`src/rtl/risc_spm_pkg.sv`:
```
// Shared definitions for the RISC-SPM datapath: destination select encodings,
// write-buffer state and the default data word width.
package risc_spm_pkg;

   localparam int WS_DEFAULT = 8;

   localparam logic [2:0] SEL_R0 = 3'd0;
   localparam logic [2:0] SEL_R1 = 3'd1;
   localparam logic [2:0] SEL_R2 = 3'd2;
   localparam logic [2:0] SEL_R3 = 3'd3;
   localparam logic [2:0] SEL_PC = 3'd4;

   typedef enum logic {
      EMPTY = 1'b0,
      FULL  = 1'b1
   } buf_state_t;

   function automatic logic sel_is_legal(input logic [2:0] sel);
      return sel <= SEL_PC;
   endfunction

endpackage

```
`src/rtl/pc_counter.sv`:
```
// Program counter storage: synchronous load and +1 increment, load taking
// priority so a bus write to PC always lands intact.
module pc_counter
   import risc_spm_pkg::*;
#(
   parameter int ws = WS_DEFAULT
) (
   input  logic          clk,
   input  logic          rst,
   input  logic          load,
   input  logic          inc,
   input  logic [ws-1:0] d,
   output logic [ws-1:0] q
);

   localparam logic [ws-1:0] ONE = {{(ws-1){1'b0}}, 1'b1};

   // NOTE: sequential state uses non-blocking assignments only, so every
   // always_ff reads the pre-edge value of every register.
   always_ff @(posedge clk) begin
      if (!rst)
         q <= '0;
      else if (load)
         q <= d;
      else if (inc)
         q <= q + ONE;   // wraps modulo 2^ws
   end

endmodule

```
`src/rtl/bus_demux_5ch.sv`:
```
// Bus_2 write-side demultiplexer: one-entry stall buffer in front of the
// R0..R3 and PC registers, with a sticky illegal-select flag.
module bus_demux_5ch
   import risc_spm_pkg::*;
#(
   parameter int ws = WS_DEFAULT
) (
   input  logic          clk,
   input  logic          rst,
   input  logic          wr_valid,
   output logic          wr_ready,
   input  logic [ws-1:0] wr_data,
   input  logic [2:0]    wr_sel,
   input  logic          hold,
   input  logic          inc_pc,
   input  logic          err_clr,
   output logic [ws-1:0] r0_out,
   output logic [ws-1:0] r1_out,
   output logic [ws-1:0] r2_out,
   output logic [ws-1:0] r3_out,
   output logic [ws-1:0] pc_out,
   output logic          sel_err
);

   buf_state_t    state, next_state;
   logic [ws-1:0] buf_data;
   logic [2:0]    buf_sel;
   logic          buf_load;
   logic          commit;
   logic [ws-1:0] commit_data;
   logic [2:0]    commit_sel;

   assign wr_ready = (state == EMPTY);

   // NOTE: every always_comb output gets a default first, so no path can
   // leave a value held and infer a latch.
   always_comb begin
      next_state  = state;
      buf_load    = 1'b0;
      commit      = 1'b0;
      commit_data = wr_data;
      commit_sel  = wr_sel;
      case (state)
         EMPTY: begin
            if (wr_valid) begin
               if (hold) begin
                  buf_load   = 1'b1;
                  next_state = FULL;
               end else begin
                  commit = 1'b1;
               end
            end
         end
         FULL: begin
            if (!hold) begin
               commit      = 1'b1;
               commit_data = buf_data;
               commit_sel  = buf_sel;
               next_state  = EMPTY;
            end
         end
         default: next_state = EMPTY;
      endcase
   end

   always_ff @(posedge clk) begin
      if (!rst) begin
         state   <= EMPTY;
         r0_out  <= '0;
         r1_out  <= '0;
         r2_out  <= '0;
         r3_out  <= '0;
         sel_err <= 1'b0;
      end else begin
         state <= next_state;
         if (commit) begin
            case (commit_sel)
               SEL_R0:  r0_out <= commit_data;
               SEL_R1:  r1_out <= commit_data;
               SEL_R2:  r2_out <= commit_data;
               SEL_R3:  r3_out <= commit_data;
               default: ;
            endcase
         end
         if (commit && !sel_is_legal(commit_sel))
            sel_err <= 1'b1;   // a new error outranks a same-cycle clear
         else if (err_clr)
            sel_err <= 1'b0;
      end
   end

   // NOTE: the buffer payload is deliberately not reset; reset forces EMPTY,
   // and the payload is only ever read while FULL.
   always_ff @(posedge clk) begin
      if (buf_load) begin
         buf_data <= wr_data;
         buf_sel  <= wr_sel;
      end
   end

   pc_counter #(.ws(ws)) u_pc (
      .clk  (clk),
      .rst  (rst),
      .load (commit && (commit_sel == SEL_PC)),
      .inc  (inc_pc && !hold),
      .d    (commit_data),
      .q    (pc_out)
   );

endmodule
```
`config.mk`:
```
export PLATFORM = sky130hd
export DESIGN_NAME = bus_demux_5ch
export DESIGN_NICKNAME = d
export VERILOG_FILES = /design/src/rtl/risc_spm_pkg.sv /design/src/rtl/pc_counter.sv /design/src/rtl/bus_demux_5ch.sv
export SDC_FILE = /design/constraint.sdc
export NUM_CORES = 1
export LEC_CHECK = 0
export CAP_MARGIN = 20
export CORE_ASPECT_RATIO = 0.7
export CORE_UTILIZATION = 35
export DETAILED_ROUTE_END_ITERATION = 12
export HOLD_SLACK_MARGIN = 0.03
export PLACE_DENSITY = 0.57
export SYNTH_ARGS = -nofsm -noshare
export SYNTH_HDL_FRONTEND = slang
export SYNTH_HIERARCHICAL = 1
export SYNTH_SLANG_ARGS = --single-unit
```
`constraint.sdc`:
```
create_clock -name clk -period 5.95 [get_ports clk]
set_input_delay 1.4875 -clock clk [delete_from_list [all_inputs] [get_ports clk]]
set_output_delay 1.4875 -clock clk [all_outputs]
set_load 0.05 [all_outputs]
```
==> metrics.md <==
| Metric | Value |
|---|---|
| Status | completed |
| Number of detailed-route iterations in the first pass | 4 |
| Post-synth cell types | 40 |
| Grt ovf | 0 |
| Clock slew at reported path FFs | 0.09 ns |
| Ports | 59 |
| Final hold vios | 0 |
| Min cycle time layout | 4.03 ns |
| Post-layout util | 47.9% |
| Final nets | 290 |
| Synthesized area per cell | 10.6 um2 |
| Worst slew margin | 45.8% |
| Worst hold path type | reg2reg |
| Critical path type | in2reg |
| Final setup viols | 0 |
| Site Rows | 24 |
| Gp weighted congestion | 0.733 |
| Ys Warns | 6 |
| Most common cell after layout, fill and taps aside | clkdlybuf4s50_1 |
| Cell family with most CP delay | simple AND/OR/NAND/NOR gates |
| RSZ-0062 raised after global routing | false |
| ANT nets after route | 0 |
| Synth Instances | 223 |
| Peak supply drop | 0.000115 V |
| Logic pwr share | 15.7% |
| Period utilization | 67.8% |
| Sw Pwr | 0.202 mW |
| Max-slew violation count | 0 |
| Initial antenna violation count | 0 |
| Final wirelength | 5860 um |
| Initial DRC count | 83 |
| Die H | 70.8 um |
| Die area | 7090 um2 |
| Buffers on Ports | 58 |
| Filler Cell Count | 627 |
| Clk_skew | 0.00759 ns |
| Seq/Total Area, Yosys | 49.5% |
| Crit-path max FO | 13 |
| Skew-Pair Late Insertion Delay | 0.31 ns |
| Sw Ratio | 28.6% |
| Internal Power | 0.503 mW |
| Synth Net Count | 241 |
| Register Area | 1170 um2 |
| Core footprint | 6370 um2 |
| Die Span X | 100 um |
| Post-Syn Area | 2360 um2 |
| Yosys reg bits | 53 |
| Total track usage | 17.2% |
| Root buf cell | clkbuf_8 |
| Setup crit end kind | flop |
| Most frequent cells in the layout | 57 x clkdlybuf4s50_1, 42 x dfxtp_1, 36 x nand3_1 |
| Max-cap viol count | 0 |
| CP bufs+invs | 1 |
| Leakage power | 1.50 nW |
| Worst path required time | 6.20 ns |
| Part of the power in registers | 55.0% |
| Crit start category | primary input |
| Vias | 1860 |
| # diodes | 0 |
| Vias per cell | 5.11 |
| First-pass GRT wire length | 9280 um |
| Worst path arrival time | 4.28 ns |
| Total CTS buffers | 5 |
| Multi-input logic area | 1060 um2 |
| Post-place setup slack | 1.59 ns |
| CP max stage delay | 0.60 ns |
| Initial Util | 37.1% |
| Layout cells sized above 1 | 6.23% |
| Clock share of power | 29.3% |
| Routed len/inst | 16.1 um |
| # clock sinks | 53 |
| Slew @ Worst Pin | 0.790 ns |
| Longest Clk Path Bufs | 2 |
| Pwr dens | 231 nW/um2 |
| CTS hold repair buffers | 0 |
| Critical path, cell by cell | clkdlybuf4s50_1 > nand2b_1 > mux2_2 > and2_1 > nand3b_1 > or4_1 > nand3_1 |
| Vias in the first global route | 1765 |
| Area growth syn-to-layout | 29.0% |
| Worst Setup Slack, final | 1.92 ns |
| CTS tree | built |
| TNS Setup | 0 ns |
| Largest net degree at the start of global routing | 45 |
| Max stage delay cell, worst path | nand2b_1 |
| DP Wirelength | 3950 um |
| H-tree depth | 2 |
| WHS | 0.495 ns |
| Remaining DRCs | 0 |
| Post-CTS Setup Bufs | 0 |
| CTS resizes | 0 |
| Fmax | 0.248 GHz |
==> per-layer routing <==
| layer | up-vias | GRT usage [%] | wire length, um |
|---|---|---|---|
| met1 | 890 | 26.7 | 3070 |
| met2 | 51 | 23.4 | 2360 |
| met4 | 0 | 4.35 | 21 |
| li1 | 917 | - | - |
| met3 | 2 | 4.55 | 409 |
| met5 | - | 0 | 0 |
==> sequential cells by signal, indices dropped and copies added (netlist names) <==
signal	count
r1_out	8
buf_data	8
state	1
r2_out	8
buf_sel	3
r3_out	8
u_pc/q	8
r0_out	8
sel_err	1
==> synth_stat cells, drive strengths merged <==
library cell,count,share of area (%)
nor3b,2,0.63
o21ai,8,1.7
or4b,1,0.58
nand2b,4,1.1
a31oi,1,0.26
nand2,6,1.1
a21oi,4,1.3
and3,1,0.26
buf,10,2.9
or3,1,0.26
nand3b,2,0.63
xor2,2,0.74
o211a,34,14
or3b,1,0.37
or4,2,0.63
mux2,2,1.1
inv,11,1.7
ha,1,0.53
nand3,37,8.0
and3b,1,0.37
mux2i,11,4.7
nor2,2,0.32
a31o,1,0.37
nand4,3,0.79
xnor2,2,0.74
and2,9,2.4
o211ai,2,0.63
dfxtp,42,36
clkbuf,6,0.95
edfxtp,11,14
nor2b,1,0.26
nor4bb,1,0.42
a21boi,1,0.32
==> power by group through the flow <==
stage | clock (mW) | sequential [mW] | combinational, mW
3_5_place_dp | 0 | 0.396 | 0.111
4_1_cts | 0.216 | 0.388 | 0.111
6_report | 0.207 | 0.388 | 0.111
2_1_floorplan | 0 | 0.423 | 0.0424
5_1_grt | 0.232 | 0.389 | 0.118
3_3_place_gp | 0 | 0.396 | 0.110
==> stage by stage <==
stage | instances | power (mW) | instance area (um2)
after floorplan | 223 | 0.465 | 2360
after global placement | 356 | 0.507 | 2960
after detailed placement | 356 | 0.507 | 2960
after CTS | 364 | 0.716 | 3050
after global routing | 364 | 0.739 | 3050
final | 364 | 0.705 | 3050
==> final timing paths <==
path | from | endpoint | slack [ns] | cells past startpoint
worst max-delay path | hold | u_pc/q[5] | 1.92 | 7
worst min-delay path | sel_err | sel_err | 0.49 | 2
worst max register to register | state | u_pc/q[5] | 3.35 | 6
worst min register to register | sel_err | sel_err | 0.49 | 2
==> area by class of cell <==
type	instances	area share, %
repair buffers	58	18.9
well taps	91	3.73
flip-flops and latches	53	38.4
inverters	11	1.35
multi-input cells	143	34.8
clock buffers	5	2.26
clock inverters	3	0.656
==> cell families (layout without fill, tap and decap cells) <==
logic type | Yosys count | after routing | synth area share [%]
simple gates | 74 | 74 | 18.1
compound gates | 51 | 51 | 19.0
flops | 53 | 53 | 49.5
mux | 13 | 13 | 5.77
fa+ha+maj | 1 | 1 | 0.529
xor+xnor | 4 | 4 | 1.48
buf+inv | 27 | 77 | 5.61
==> worst reg2reg max path, cell delays in order (launching register included) <==
cell      delay (ns)
dfxtp_1         0.49
nand2b_1        0.44
mux2_2          0.52
and2_1          0.29
nand3b_1        0.22
or4_1           0.49
nand3_1         0.09
(Power assumes the default switching activity.)
